$ cat src/rtl/user_play_if.sv
`default_nettype none
// +----------------------------------------------------------------------------+
// | Module      : user_play_if                                                 |
// | Description : Bundle between the player-input stage, the KEY pins, the     |
// |               sequence memory and the game controller.                     |
// | Revision    : 1.0  initial release                                         |
// +----------------------------------------------------------------------------+
interface user_play_if;
  logic       E2;        // controller enable (Play_User state)
  logic [3:0] KEY;       // raw push buttons, active-low, asynchronous
  logic [3:0] round;     // index of the last element of this round
  logic [1:0] seq_data;  // expected button number at addr
  logic [3:0] addr;      // sequence index presented to the memory
  logic       end_User;  // round input finished
  logic       end_time;  // inter-press timeout expired
  logic       match;     // every press so far was correct

  // Controller / pins / memory side
  modport master (
    output E2, KEY, round, seq_data,
    input  addr, end_User, end_time, match
  );

  // Player-input stage side
  modport slave (
    input  E2, KEY, round, seq_data,
    output addr, end_User, end_time, match
  );
endinterface
`default_nettype wire

$ cat src/rtl/user_play.sv
`default_nettype none
// +----------------------------------------------------------------------------+
// | Module      : user_play                                                    |
// | Description : Player-input stage of the memory game. Synchronizes the four |
// |               KEY buttons, detects presses and checks each one against the |
// |               stored sequence, reporting end_User / end_time / match.      |
// | Option      : USER_PLAY_DEBOUNCE_EN adds a per-key stability filter of     |
// |               DEBOUNCE_CYC cycles after the synchronizer.                  |
// | Revision    : 1.0  initial release                                         |
// +----------------------------------------------------------------------------+
module user_play #(
  parameter int SEQ_MAX      = 16,
  parameter int TIMEOUT_CYC  = 50_000_000,
  parameter int TIMER_W      = 26,
  parameter int DEBOUNCE_CYC = 500_000
) (
  input  logic        CLOCK,
  input  logic        reset,
  user_play_if.slave  bus
);

  localparam int                 IDX_W      = $clog2(SEQ_MAX);
  localparam logic [TIMER_W-1:0] TIMER_LAST = TIMER_W'(TIMEOUT_CYC - 1);

  localparam logic [2:0] S_IDLE         = 3'd0;
  localparam logic [2:0] S_WAIT_PRESS   = 3'd1;
  localparam logic [2:0] S_WAIT_RELEASE = 3'd2;
  localparam logic [2:0] S_DONE         = 3'd3;
  localparam logic [2:0] S_TIMEOUT      = 3'd4;

  logic [2:0]         state_q, state_d;
  logic [IDX_W-1:0]   addr_q, addr_d;
  logic [TIMER_W-1:0] timer_q, timer_d;
  logic               match_q, match_d;
  logic               end_user_q, end_user_d;
  logic               end_time_q, end_time_d;

  logic [3:0] sync1_q, sync1_d;
  logic [3:0] sync2_q, sync2_d;
  logic [3:0] key_prev_q, key_prev_d;
  logic [3:0] key_lvl;       // accepted active-high key levels
  logic [3:0] key_rise;      // keys that went down this cycle
  logic       press_one;     // exactly one key rose
  logic [1:0] press_idx;     // its button number
  logic [IDX_W-1:0] round_idx;

  assign round_idx = IDX_W'(bus.round);

  // Two-stage synchronizer (inverted to active-high) and edge-detect history
  always_comb begin
    sync1_d    = ~bus.KEY;
    sync2_d    = sync1_q;
    key_prev_d = key_lvl;
  end

  // Synchronizer and edge-detect registers
  always_ff @(posedge CLOCK or posedge reset) begin
    if (reset) begin
      sync1_q    <= '0;
      sync2_q    <= '0;
      key_prev_q <= '0;
    end else begin
      sync1_q    <= sync1_d;
      sync2_q    <= sync2_d;
      key_prev_q <= key_prev_d;
    end
  end

`ifdef USER_PLAY_DEBOUNCE_EN
  localparam int              DB_W    = $clog2(DEBOUNCE_CYC + 1);
  localparam logic [DB_W-1:0] DB_LAST = DB_W'(DEBOUNCE_CYC - 1);

  for (genvar i = 0; i < 4; i++) begin : g_debounce
    logic [DB_W-1:0] cnt_q, cnt_d;
    logic            stable_q, stable_d;

    // A new level is accepted only after DEBOUNCE_CYC consecutive cycles
    always_comb begin
      cnt_d    = '0;
      stable_d = stable_q;
      if (sync2_q[i] != stable_q) begin
        if (cnt_q == DB_LAST) begin
          stable_d = sync2_q[i];
        end else begin
          cnt_d = cnt_q + DB_W'(1);
        end
      end
    end

    // Debounce counter and accepted level
    always_ff @(posedge CLOCK or posedge reset) begin
      if (reset) begin
        cnt_q    <= '0;
        stable_q <= 1'b0;
      end else begin
        cnt_q    <= cnt_d;
        stable_q <= stable_d;
      end
    end

    assign key_lvl[i] = stable_q;
  end
`else
  assign key_lvl = sync2_q;
`endif

  assign key_rise = key_lvl & ~key_prev_q;

  // Decode a single-key press; simultaneous presses are flagged as not-one
  always_comb begin
    press_one = 1'b1;
    press_idx = 2'd0;
    case (key_rise)
      4'b0001: press_idx = 2'd0;
      4'b0010: press_idx = 2'd1;
      4'b0100: press_idx = 2'd2;
      4'b1000: press_idx = 2'd3;
      default: press_one = 1'b0;
    endcase
  end

  // FSM state register
  always_ff @(posedge CLOCK or posedge reset) begin
    if (reset) begin
      state_q <= S_IDLE;
    end else begin
      state_q <= state_d;
    end
  end

  // FSM next-state logic; dropping E2 aborts from any state
  always_comb begin
    state_d = state_q;
    if (!bus.E2) begin
      state_d = S_IDLE;
    end else begin
      case (state_q)
        S_IDLE:         state_d = S_WAIT_PRESS;
        S_WAIT_PRESS: begin
          if (key_rise != 4'b0000) begin
            state_d = S_WAIT_RELEASE;
          end else if (timer_q == TIMER_LAST) begin
            state_d = S_TIMEOUT;
          end
        end
        S_WAIT_RELEASE: begin
          if (key_lvl == 4'b0000) begin
            if (!match_q || (addr_q == round_idx)) begin
              state_d = S_DONE;
            end else begin
              state_d = S_WAIT_PRESS;
            end
          end
        end
        S_DONE:         state_d = S_DONE;
        S_TIMEOUT:      state_d = S_TIMEOUT;
        default:        state_d = S_IDLE;
      endcase
    end
  end

  // FSM output/datapath logic: next values of the registered outputs and timer
  always_comb begin
    addr_d     = addr_q;
    timer_d    = timer_q;
    match_d    = match_q;
    end_user_d = end_user_q;
    end_time_d = end_time_q;
    if (!bus.E2) begin
      addr_d     = '0;
      timer_d    = '0;
      match_d    = 1'b0;
      end_user_d = 1'b0;
      end_time_d = 1'b0;
    end else begin
      case (state_q)
        S_IDLE: begin
          addr_d     = '0;
          timer_d    = '0;
          match_d    = 1'b1;
          end_user_d = 1'b0;
          end_time_d = 1'b0;
        end
        S_WAIT_PRESS: begin
          // A press in the expiry cycle takes priority over the timeout
          if (key_rise != 4'b0000) begin
            timer_d = '0;
            if (!press_one || (press_idx != bus.seq_data)) begin
              match_d = 1'b0;
            end
          end else if (timer_q == TIMER_LAST) begin
            end_time_d = 1'b1;
            match_d    = 1'b0;
          end else begin
            timer_d = timer_q + TIMER_W'(1);
          end
        end
        S_WAIT_RELEASE: begin
          timer_d = '0;
          if (key_lvl == 4'b0000) begin
            if (!match_q || (addr_q == round_idx)) begin
              end_user_d = 1'b1;
            end else begin
              addr_d = addr_q + IDX_W'(1);
            end
          end
        end
        S_DONE: begin
          end_user_d = 1'b1;
        end
        S_TIMEOUT: begin
          end_time_d = 1'b1;
          match_d    = 1'b0;
          end_user_d = 1'b0;
        end
        default: begin
          addr_d     = '0;
          timer_d    = '0;
          match_d    = 1'b0;
          end_user_d = 1'b0;
          end_time_d = 1'b0;
        end
      endcase
    end
  end

  // Registered outputs, sequence index and inter-press timer
  always_ff @(posedge CLOCK or posedge reset) begin
    if (reset) begin
      addr_q     <= '0;
      timer_q    <= '0;
      match_q    <= 1'b0;
      end_user_q <= 1'b0;
      end_time_q <= 1'b0;
    end else begin
      addr_q     <= addr_d;
      timer_q    <= timer_d;
      match_q    <= match_d;
      end_user_q <= end_user_d;
      end_time_q <= end_time_d;
    end
  end

  assign bus.addr     = 4'(addr_q);
  assign bus.end_User = end_user_q;
  assign bus.end_time = end_time_q;
  assign bus.match    = match_q;

endmodule
`default_nettype wire
$ cat src/flat_wrapper.sv
// flat-port wrapper written by rule: the top's interface ports become plain ports
module user_play_flat 
#(
  parameter int SEQ_MAX      = 16,
  parameter int TIMEOUT_CYC  = 50_000_000,
  parameter int TIMER_W      = 26,
  parameter int DEBOUNCE_CYC = 500_000
)
  (CLOCK, reset, bus_E2, bus_KEY, bus_round, bus_seq_data, bus_addr, bus_end_User, bus_end_time, bus_match);
  user_play_if bus_i ();
  input  logic CLOCK;
  input  logic reset;
  input wire logic [$bits(bus_i.E2)-1:0] bus_E2;
  input wire logic [$bits(bus_i.KEY)-1:0] bus_KEY;
  input wire logic [$bits(bus_i.round)-1:0] bus_round;
  input wire logic [$bits(bus_i.seq_data)-1:0] bus_seq_data;
  output wire logic [$bits(bus_i.addr)-1:0] bus_addr;
  output wire logic [$bits(bus_i.end_User)-1:0] bus_end_User;
  output wire logic [$bits(bus_i.end_time)-1:0] bus_end_time;
  output wire logic [$bits(bus_i.match)-1:0] bus_match;
  assign bus_i.E2 = bus_E2;
  assign bus_i.KEY = bus_KEY;
  assign bus_i.round = bus_round;
  assign bus_i.seq_data = bus_seq_data;
  assign bus_addr = bus_i.addr;
  assign bus_end_User = bus_i.end_User;
  assign bus_end_time = bus_i.end_time;
  assign bus_match = bus_i.match;
  user_play #(.SEQ_MAX(SEQ_MAX), .TIMEOUT_CYC(TIMEOUT_CYC), .TIMER_W(TIMER_W), .DEBOUNCE_CYC(DEBOUNCE_CYC)) u_core (.CLOCK(CLOCK), .reset(reset), .bus(bus_i));
endmodule
$ cat config.mk
export PLATFORM = sky130hd
export DESIGN_NAME = user_play_flat
export DESIGN_NICKNAME = d
export VERILOG_FILES = /design/src/rtl/user_play_if.sv /design/src/rtl/user_play.sv /design/src/flat_wrapper.sv
export SDC_FILE = /design/constraint.sdc
export NUM_CORES = 1
export LEC_CHECK = 0
export CORE_ASPECT_RATIO = 1.25
export CORE_MARGIN = 4
export CORE_UTILIZATION = 50
export DETAILED_ROUTE_END_ITERATION = 8
export PLACE_DENSITY = 0.77
export REMOVE_ABC_BUFFERS = 1
export SLEW_MARGIN = 30
export SYNTH_ARGS = -nofsm -noshare
export SYNTH_HDL_FRONTEND = slang
export SYNTH_SLANG_ARGS = --single-unit
export TNS_END_PERCENT = 30
$ cat constraint.sdc
create_clock -name CLOCK -period 2 [get_ports CLOCK]
set_input_delay 0.4 -clock CLOCK [delete_from_list [all_inputs] [get_ports CLOCK]]
set_output_delay 0.4 -clock CLOCK [all_outputs]
set_load 0.02 [all_outputs]
* Word-level counts from Yosys, hierarchy flattened
Cells that the tools add are included.
** Cells by class
- $add $sub $neg :: 2
- Eq/ne operators :: 23
- Mux-type cells :: 29
- Bitwise gates (word level) :: 3
- Reduce and logical (&&, ||, !) cells :: 17
** Operators by type and width (count)
- 26-bit 2-to-1 mux :: 3
- 26-bit case mux with 2 select lines :: 1
- 26-bit by 1-bit adder with 26-bit output, second input constant :: 1
- 26-bit equality test, second input constant :: 1
- 3-bit case mux with 5 select lines :: 1
- 3-bit 2-to-1 mux :: 4
- 4-bit 2-to-1 mux :: 3
- 3-bit AND reduction :: 4
- 1-bit 2-to-1 mux :: 11
- 3-bit by 2-bit inequality test with 1-bit output, second input constant :: 3
- 1-bit case mux with 3 select lines :: 3
- 2-bit inequality test, second input constant :: 4
- 4-bit inverter :: 2
- 4-bit case mux with 2 select lines :: 1
- 3-bit by 2-bit equality test with 1-bit output, second input constant :: 2
- 3-bit inequality test, second input constant :: 2
- 2-bit case mux with 3 select lines :: 1
- 4-bit by 1-bit adder with 4-bit output, second input constant :: 1
- 4-bit bitwise AND :: 1
- 4-bit by 1-bit equality test with 1-bit output, second input constant :: 1
- 4-bit by 2-bit equality test with 1-bit output, second input constant :: 1
- 4-bit by 3-bit equality test with 1-bit output, second input constant :: 1
- 4-bit equality test :: 1
- 4-bit equality test, second input constant :: 1
- 16 further kinds :: 20
** Word-level totals
- Bits in registers :: 48
- Input port bits :: 13
- Output and inout port bits :: 7
- Logic and storage cells :: 83

* Depth between registers and ports, before layout
- Depth in word-level cells :: 11
- Mapped depth :: 7
- Mapped depth without buffers :: 6

* Least setup slack after synthesis
No wires, ideal clock.
- Kind :: flip-flop to flip-flop
- Start :: register u_core.timer_q[0]
- End :: register u_core.timer_q[24]
- Library setup time :: 0.138 ns
- Arrival :: 1.732 ns
- Required time :: 1.862 ns
- Setup slack :: 0.130 ns
- Stages on the path, launching flop included :: 8
- Cell sequence :: dfrtp_1 ha_1 nand3_1 or4_1 clkbuf_2 nor4_1 xnor2_1 nor2_1
** Between the ends
- Cells in the longest elaborated chain, start to end :: 5
- Elaborated cells on any way between the ends :: 8
- Those cells by class :: 1 x add/sub; 2 x eq/ne; 4 x mux; 1 x reduce/logical
** Ends and longest elaborated chain
- start, declared :: line user_play.sv:33 : logic [TIMER_W-1:0] timer_q, timer_d;
- start signal, assigned :: line user_play.sv:237 : timer_q <= timer_d;
- 26-bit by 1-bit adder with 26-bit output :: line user_play.sv:195 : timer_d = timer_q + TIMER_W'(1);
- 26-bit 2-to-1 mux :: line user_play.sv:191 : end else if (timer_q == TIMER_LAST) begin
- 26-bit 2-to-1 mux :: line user_play.sv:186 : if (key_rise != 4'b0000) begin
- 26-bit case mux with 2 select lines :: line user_play.sv:176 : case (state_q)
- 26-bit 2-to-1 mux :: line user_play.sv:169 : if (!bus.E2) begin
Parallel ways exist; a longest one is shown, timed or not. The select of a mux whose other input is x is not followed.
A chain may end at the register's enable or synchronous reset.

* Worst setup path in the final report
- Start :: register u_core.timer_q[1]
- End :: register u_core.timer_q[18]
Same word-level chain as after synthesis.

==> flow_metrics.env <==
export IMPL_ios=20
export IMPL_fin_util_pct=64.1
export IMPL_cts_tree="yes"
export IMPL_worstSkewPairLatency_ns=0.30
export IMPL_synth_compound_area_share_pct=14.6
export IMPL_synth_mux_area_share_pct=1.20
export IMPL_std_cell_rows=29
export IMPL_layout_drive_gt1_share_pct=20.8
export IMPL_antenna_found_initial=0
export IMPL_relSlewSlack_pct=61.6
export IMPL_die_height_um=88.6
export IMPL_finalNonFillerCells=384
export IMPL_seqPwrFrac_pct=54.9
export IMPL_finalCritPeriodShare_pct=96.6
export IMPL_crit_type="flop to flop"
export IMPL_crit_path_max_fanout=7
export IMPL_hold_path_class="flop to flop"
export IMPL_diodes=0
export IMPL_pwr_share_clk_pct=32.1
export IMPL_ys_ff_latch=48
export IMPL_gr_total_overflow=0
export IMPL_met1_length_um=2490
export IMPL_grt_pass1_wl_um=9770
export IMPL_postCtsSetupBuffers=0
export IMPL_fmax_mhz=518
export IMPL_synth_area_sq_um=2600
export IMPL_first_global_vias=2200
export IMPL_htree_levels=2
export IMPL_drv_cap=0
export IMPL_synth_top_area_cell="dfrtp_1"
export IMPL_tns_ns=0
export IMPL_vdd_drop_max_v=0.000434
export IMPL_synth_top_cells_by_area="dfrtp_1, xnor2_1, nand3_1, nor2_1, a21oi_1"
export IMPL_synthCells=269
export IMPL_clock_skew_ns=0.0120
export IMPL_finalPower_mw=1.84
export IMPL_fin_crit_ns=1.93
export IMPL_synth_seq_area_share_pct=46.2
export IMPL_synth_top_area_share_pct=46.2
export IMPL_path_clk_slew_ns=0.09
export IMPL_comb_power_share_pct=13.0
export IMPL_drtPass1Iterations=4
export IMPL_die_w_um=72.5
export IMPL_synth_adder_area_share_pct=0.962
export IMPL_yosys_warnings=0
export IMPL_synth_edf_count=0
export IMPL_final_net_count=336
export IMPL_swShare_pct=25.5
export IMPL_fin_worst_hold_slack_ns=0.343
export IMPL_worst_slew_pin_slew_ns=0.571
export IMPL_dp_slack_ns=-0.0988
export IMPL_yosys_area_share_simple_pct=27.9
export IMPL_track_usage_pct=19.7
export IMPL_cts_buffer_depth=2
export IMPL_drt_iter0_markers=195
export IMPL_p_switching_mw=0.471
export IMPL_synth_top_family_by_area="simple AND/OR/NAND/NOR gates"
export IMPL_syn_to_final_growth_pct=24.4
export IMPL_leakage_nw=1.32
export IMPL_internal_power_mw=1.37
export IMPL_p_per_area_nw_per_um2=570
export IMPL_startpoint_type="flop"
export IMPL_cp_cell_sequence="ha_2 > nand3_1 > or4_4 > buf_4 > nor2_2 > nand3_1 > mux2i_1"
export IMPL_fillers=432
export IMPL_die_area_sq_um=6420
export IMPL_async_reset_ff_share_pct=100
export IMPL_synth_flop_cell="dfrtp_1"
export IMPL_drv_slew=0
export IMPL_syn_avg_cell_area_sq_um=9.67
export IMPL_grt_setup_unrepaired="true"
export IMPL_grt_start_max_net_pins=49
export IMPL_ant_nets=0
export IMPL_setup_ws_ns=0.0684
export IMPL_detail_route_wl_per_cell_um=15.4
export IMPL_synth_most_common_cell="dfrtp_1"
export IMPL_drt_vias_per_instance=5.88
export IMPL_top_layer_used="met4"
export IMPL_numPortBuffers=19
export IMPL_wirelength_um=5930
export IMPL_cts_sinks=48
export IMPL_synth_xor_area_share_pct=5.73
export IMPL_slowest_stage="or4_4"
export IMPL_start_util_pct=51.6
export IMPL_cp_arrival_ns=2.13
export IMPL_critPathCaptureType="flop"
export IMPL_route_met2_wl_um=3130
export IMPL_core_sq_um=5040
export IMPL_cts_root_buf="clkbuf_8"
export IMPL_hpwl_um=4350
export IMPL_wl_met3_um=212
export IMPL_dp_cells=376
export IMPL_placed_cell_area_sq_um=3100
export IMPL_yosys_cell_types_count=60
export IMPL_place_congestion=0.847
export IMPL_cts_buffers=5
export IMPL_setup_violations=0
export IMPL_timing_final_hold_violations=0
export IMPL_crit_path_frequent_cell="nand3_1"
export IMPL_drc_errors=0
export IMPL_routed_via_count=2258
export IMPL_yosys_top_cells_count="dfrtp_1, nor2_1, nand2_1, nand3_1, a21oi_1"
export IMPL_required_ns=2.20
export IMPL_slowest_delay_ns=0.57
export IMPL_finalInstanceArea_sq_um=3230
export IMPL_status="completed"
==> cells by family after synthesis <==
logic type / Yosys count
muxes: 3
and+or+nand+nor: 121
DFF: 48
adders and majority gates: 2
AOI/OAI and AO/OA: 58
buffers and inverters: 20
xor gates and xnor gates: 17
==> registers in the layout, indices dropped and copies added, names as in the netlist <==
| name | count |
|---|---|
| u_core.key_lvl | 4 |
| u_core.sync1_q | 4 |
| u_core.bus.match | 1 |
| u_core.timer_q | 26 |
| u_core.bus.end_User | 1 |
| u_core.bus.addr | 4 |
| u_core.key_prev_q | 4 |
| u_core.state_q | 3 |
| u_core.bus.end_time | 1 |
==> timing repair <==
action | 4_1_cts | 5_1_grt
endpoints found under the setup margin | 4 | 13
hold buffers | 0 | 0
pin swaps | 0 | 0
resized for setup | 1 | 8
==> layout by cell type, fill, tap and decap left out, types with 7 or more instances in the layout <==
master	count
a21oi_1	13
clkdlybuf4s50_1	19
o21ai_0	12
dfrtp_1	48
nor3_1	7
nand2b_1	7
buf_4	36
xnor2_1	11
inv_1	8
nand3_1	17
nor2b_1	8
nand2_1	17
nor2_1	21
==> metal layers <==
layer	vias to the layer above	GRT usage, %
met2	48	34.5
met5	-	0
met1	1119	23.6
li1	1084	-
met4	0	9.40
met3	7	3.07
==> path summary, 6_finish.rpt <==
kind / to / depth (start not counted) / slack (ns) / startpoint
setup / recovery: u_core.timer_q[18] / 7 / 0.07 / u_core.timer_q[1]
hold / removal: u_core.key_lvl[1] / 0 / 0.34 / u_core.sync1_q[1]
setup reg to reg: u_core.timer_q[18] / 7 / 0.07 / u_core.timer_q[1]
hold reg to reg: u_core.key_lvl[1] / 0 / 0.34 / u_core.sync1_q[1]
max in group asynchronous: u_core.sync1_q[1] / 3 / 1.33 / reset
min in group asynchronous: u_core.timer_q[25] / 3 / 0.45 / reset
==> power groups by stage <==
stage / combinational [mW] / sequential, mW / clock (mW)
2_1_floorplan: 0.115 / 1.04 / 0
3_3_place_gp: 0.235 / 1.03 / 0
3_5_place_dp: 0.239 / 1.03 / 0
4_1_cts: 0.240 / 1.01 / 0.607
5_1_grt: 0.263 / 1.02 / 0.646
6_report: 0.240 / 1.01 / 0.592
==> critical path: cells and delay by family (launching register included) <==
family | cells | cell delay, ns
flip-flops | 1 | 0.37
buffers and inverters | 1 | 0.17
multiplexers | 1 | 0.13
adder cells (fa/ha/maj) | 1 | 0.21
AND/OR/NAND/NOR | 4 | 0.94
==> area by class of cell <==
| type | count | area, sq um | area share (%) |
|---|---|---|---|
| Multi-Input combinational cell | 201 | 1350 | 41.7 |
| Sequential cell | 48 | 1200 | 37.1 |
| Tap cell | 62 | 77.6 | 2.40 |
| Clock buffer | 6 | 82.6 | 2.55 |
| Inverter | 9 | 33.8 | 1.04 |
| Timing Repair Buffer | 56 | 480 | 14.9 |
| Clock inverter | 2 | 10.0 | 0.309 |
No activity file was read; power rests on OpenSTA's default activity.
==> RTL change 1 (same settings) <==
Build with the macro `USER_PLAY_DEBOUNCE_EN` defined.
--- a/src/rtl/user_play.sv
+++ b/src/rtl/user_play.sv
@@ -9,4 +9,6 @@
 // | Revision    : 1.0  initial release                                         |
 // +----------------------------------------------------------------------------+
+`define USER_PLAY_DEBOUNCE_EN
+
 module user_play #(
   parameter int SEQ_MAX      = 16,
Check against the original RTL: not equivalent (a bounded check fails within 4 cycles, from zero or initial values and one cycle with reset high).
==> RTL change 1 against the unedited design <==
Area after synthesis up 140%. Sequential cell count up 80. Wire length up 110%. Critical endpoint is now bus_addr[0]. Sequential power rose to 2.6 times the old value. Combinational power up 47%. Cell area up 140%. Maximum frequency up 0.16%. Total power rose to 3.4 times the old value. Register-to-register slack better by 20 ps. Largest cell class is now flip-flops and latches. Setup slack better by 3.1 ps. Core utilization down 1.3 points.
==> RTL change 1: results (changes against the unedited design) <==
[yosys]
synth_commonest_cells=dfrtp_1, nor2_1, xnor2_1  ; was dfrtp_1, nor2_1, nand2_1, nand3_1, a21oi_1
syn_area_per_cell_sq_um=9.831  ; was 9.665 sq um
ys_types=57  ; was 60
synth_mux_area_share_pct=0.7193  ; was 1.203%
yosys.area_share.adder_pct=1.199  ; was 0.9625%
synth-xor-area-share_pct=13.43  ; was 5.727%
synthTopCellsByArea=dfrtp_1, nor2_1, xnor2_1, xor2_1, nand3_1  ; was dfrtp_1, xnor2_1, nand3_1, nor2_1, a21oi_1
ys_ff_latch=128  ; was 48
synth_compound_area_share_pct=4.875  ; was 14.58%
yosysSeqAreaShare_pct=51.15  ; was 46.20%

[grt]
track_usage_pct=19.33  ; was 19.70%
grt_max_degree=96  ; was 49
grt_pass1_wl_um=22350  ; was 9770 um
grt_pass1_vias=5042  ; was 2200
grt.met2_usage_pct=33.06  ; was 34.55%

[power]
p_comb_share_pct=5.7  ; was 13.0%
intPower_w=0.004887  ; was 0.001374 W
pwr-share-clk_pct=51.4  ; was 32.1%
switchingPower_w=0.001323  ; was 0.0004705 W
p_per_area_mw_per_mm2=809.3  ; was 570.2 mW/mm^2
leakage_nw=3.353  ; was 1.318 nW
ir_drop_mv=0.5832  ; was 0.4340 mV

[layout]
multi_input_area_share_pct=38.50  ; was 41.70%
largestClassByArea=flip-flops and latches  ; was multi-input gates
fillerInstances=957  ; was 432
nNonClkInverters=21  ; was 9
nMultiInputCombCells=475  ; was 201
final-nonclk-buf-share_pct=8.038  ; was 14.85%
regArea_sq_mm=0.003203  ; was 0.001201 sq mm
drive_gt1_share_pct=15.25  ; was 20.81%

[placed_design]
place_inst=855  ; was 376
place.gp.congestion=0.8595  ; was 0.8467
dp_hpwl_um=8562  ; was 4351 um
placed_area_sq_mm=0.006980  ; was 0.003103 sq mm
post-place-ws_ps=-171.5  ; was -98.82 ps

[critical_path]
crit_family=buffers and inverters  ; was simple AND/OR/NAND/NOR gates
cpMaxStageDelayCell=clkdlybuf4s50_1  ; was or4_4
arrival_ps=1530  ; was 2130 ps
worstPathMaxFanout=6  ; was 7
critPathMaxStageDelay_ps=650  ; was 570 ps

[drt]
wire_per_inst_um=14.10  ; was 15.44 um
drt_iter0_drc=220  ; was 195
met3_length_um=374  ; was 212 um
viasPerCell=5.354  ; was 5.880
route.met2.wl_um=6571  ; was 3126 um
wl_um=12580  ; was 5929 um

[floorplan]
fp.dieW_um=108.1  ; was 72.50 um

[clock_tree]
clock_latency_ps=420  ; was 300 ps
cts_inserted_buffers=17  ; was 5
cts_root_buf=clkbuf_16  ; was clkbuf_8
clk_pin_slew_ps=50  ; was 90 ps
clockBufferDepth=2  ; unchanged

[timing]
slew_headroom_pct=67.62  ; was 61.60%

[run_status]
run_status=finished clean  ; unchanged

[RTL change 1: cell count changes after synthesis, moves of 26 or more]
cell / change
dfrtp_1: +80
nand2_1: +26
nand3_1: +26
nor2_1: +102
xnor2_1: +39
xor2_1: +40
[RTL change 1: path summary, 6_finish.rpt]
kind | startpoint | to | slack (ps) | depth (start not counted)
setup / recovery | u_core.bus.addr[0]$_DFFE_PP0P_ | bus_addr[0] | 70 | 1
hold / removal | u_core.sync1_q[2]$_DFF_PP0_ | u_core.sync2_q[2]$_DFF_PP0_ | 350 | 0
setup reg to reg | u_core.state_q[2]$_DFFE_PP0P_ | u_core.timer_q[9]$_DFFE_PP0P_ | 90 | 5
hold reg to reg | u_core.sync1_q[2]$_DFF_PP0_ | u_core.sync2_q[2]$_DFF_PP0_ | 350 | 0
max in group asynchronous | reset | u_core.bus.addr[2]$_DFFE_PP0P_ | 1170 | 3
min in group asynchronous | reset | u_core.g_debounce[2].cnt_q[17]$_DFF_PP0_ | 450 | 3
==> RTL change 2 (same flow settings) <==
Made on the original files. `key_prev_q` no longer has a reset.
--- a/src/rtl/user_play.sv
+++ b/src/rtl/user_play.sv
@@ -59,10 +59,12 @@
       sync1_q    <= '0;
       sync2_q    <= '0;
-      key_prev_q <= '0;
     end else begin
       sync1_q    <= sync1_d;
       sync2_q    <= sync2_d;
-      key_prev_q <= key_prev_d;
-    end
+    end
+  end
+
+  always_ff @(posedge CLOCK) begin
+    key_prev_q <= key_prev_d;
   end
 
Function: same outputs for any inputs over 10 cycles, from zero or initial values and one cycle with reset high; that may be too few to reach the edited logic, so the function may still have changed.
==> RTL change 2 against the unedited design <==
The flow now finishes with violations (negative setup slack). Setup slack lost 200 ps. Area after synthesis is 2.5% lower. Cell area grew 3.1%. Cell count up 3.6%. Wire length grew 1.1%. Total power grew 10%. Sequential power about the same. Highest routed layer unchanged. Largest power group unchanged. Combinational power grew 24%. Sequential cell count stayed put.
==> RTL change 2: results (changes against the unedited design) <==
[clock_tree]
h-tree-depth=2  ; unchanged
ctsResizeCount=9  ; was 1
cts_setup_buffers=1  ; was 0

[grt]
grt_max_degree=45  ; was 49
grt_pass1_vias=2294  ; was 2200
track_usage_pct=21.11  ; was 19.70%
grt_pass1_wl_um=10450  ; was 9770 um

[layout]
nNetsFinal=352  ; was 336
syn2layout_area_growth_pct=31.54  ; was 24.40%
drive_gt1_share_pct=22.19  ; was 20.81%
diodes=0  ; unchanged

[critical_path]
worstPathMaxFanout=5  ; was 7
r2r_end=u_core.timer_q[6]$_DFFE_PP0P_  ; was u_core.timer_q[18]$_DFFE_PP0P_
arrival_ps=2330  ; was 2130 ps
worstRegToRegCells=6  ; was 7
reg2reg_from=u_core.timer_q[10]$_DFFE_PP0P_  ; was u_core.timer_q[1]$_DFFE_PP0P_

[yosys]
synth_commonest_cells=dfrtp_1, nor2_1, a21oi_1  ; was dfrtp_1, nor2_1, nand2_1, nand3_1, a21oi_1
syn_inst=273  ; was 269
async_flop_share_pct=91.67  ; was 100.0%
synthTopCellsByArea=dfrtp_1, nor2_1, xnor2_1, dfxtp_1, a21oi_1  ; was dfrtp_1, xnor2_1, nand3_1, nor2_1, a21oi_1
ys_types=50  ; was 60
yosysSeqAreaShare_pct=46.59  ; was 46.20%

[placed_design]
port_buffers=19  ; unchanged
dp_hpwl_um=4442  ; was 4351 um
post-place-ws_ps=-258.0  ; was -98.82 ps
place_inst=389  ; was 376
place.gp.congestion=0.8873  ; was 0.8467

[drt]
drt_iter0_drc=144  ; was 195
wire_per_inst_um=15.06  ; was 15.44 um
viasPerCell=5.774  ; was 5.880
vias=2298  ; was 2258

[power]
leakage_nw=1.333  ; was 1.318 nW
ir_drop_mv=0.4030  ; was 0.4340 mV

[timing]
setup_viol=17  ; was 0
skew_ps=5.365  ; was 11.98 ps
worst_pin_slew_ps=413.0  ; was 570.7 ps
fin_ws_ps=-127.5  ; was 68.45 ps

[min_path]
hp-start=u_core.sync1_q[0]$_DFF_PP0_  ; was u_core.sync1_q[1]$_DFF_PP0_
hold_end=u_core.key_lvl[0]$_DFF_PP0_  ; was u_core.key_lvl[1]$_DFF_PP0_

[run_status]
run_status=complete, but fails checks  ; was finished clean
violations=negative setup slack

==> RTL change 2: cell types whose count changed after synthesis, sizes merged, moves of 6 or more <==
cell and delta:
nand3 -7, nand4 +7, o21ai +7, or3 +7, nor2 +6
==> RTL change 2: power breakdown <==
part	internal, W	switching, W	total (W)
clock	0.000377	0.000345	0.000722
combinational	0.000138	0.000158	0.000297
sequential	0.000995	0.0000188	0.00101
==> RTL change 2: cell type report <==
class | count | area (sq um)
inverters | 10 | 37.54
multi-input cells | 205 | 1334
repair buffers | 67 | 591.8
clock buffers | 5 | 68.82
fillers | 399 | 1500
flip-flops and latches | 48 | 1181
clock inverters | 3 | 46.29
well taps | 60 | 75.07
==> RTL change 2: kinds of logic after synthesis <==
kind of cell / share of synthesized area (%)
xor gates and xnor gates: 6.219
muxes: 0.4442
DFF: 46.59
and+or+nand+nor: 26.80
adders and majority gates: 0.9870
buffers and inverters: 3.406
AOI/OAI and AO/OA: 15.55
==> RTL change 2: routing by layer <==
| metal | global-route usage (%) | routed length [um] | vias to the layer above |
|---|---|---|---|
| met5 | 0 | 0 | - |
| met4 | 6.154 | 61 | 0 |
| met3 | 4.248 | 192 | 7 |
| met2 | 38.55 | 3218 | 38 |
| met1 | 25.00 | 2521 | 1125 |
| li1 | - | - | 1128 |
==> RTL change 2: critical path: cells and delay by family, from the launching register on <==
family          cells  cell delay (ps)
simple gates        3             1120
compound gates      1              190
flops               1              400
buf+inv             1              160
xor+xnor            1              170
==> RTL change 2: metrics by stage <==
stage | instance area, sq um | hold slack, ps | setup TNS, ps
CTS | 3303 | 352.7 | -1441
floorplan | 2486 | 331.2 | -2298
finish | 3334 | 354.7 | -1542
global route | 3334 | 353.2 | -2848
detailed placement | 3142 | 335.5 | -3518
global placement | 3142 | 331.4 | -2727
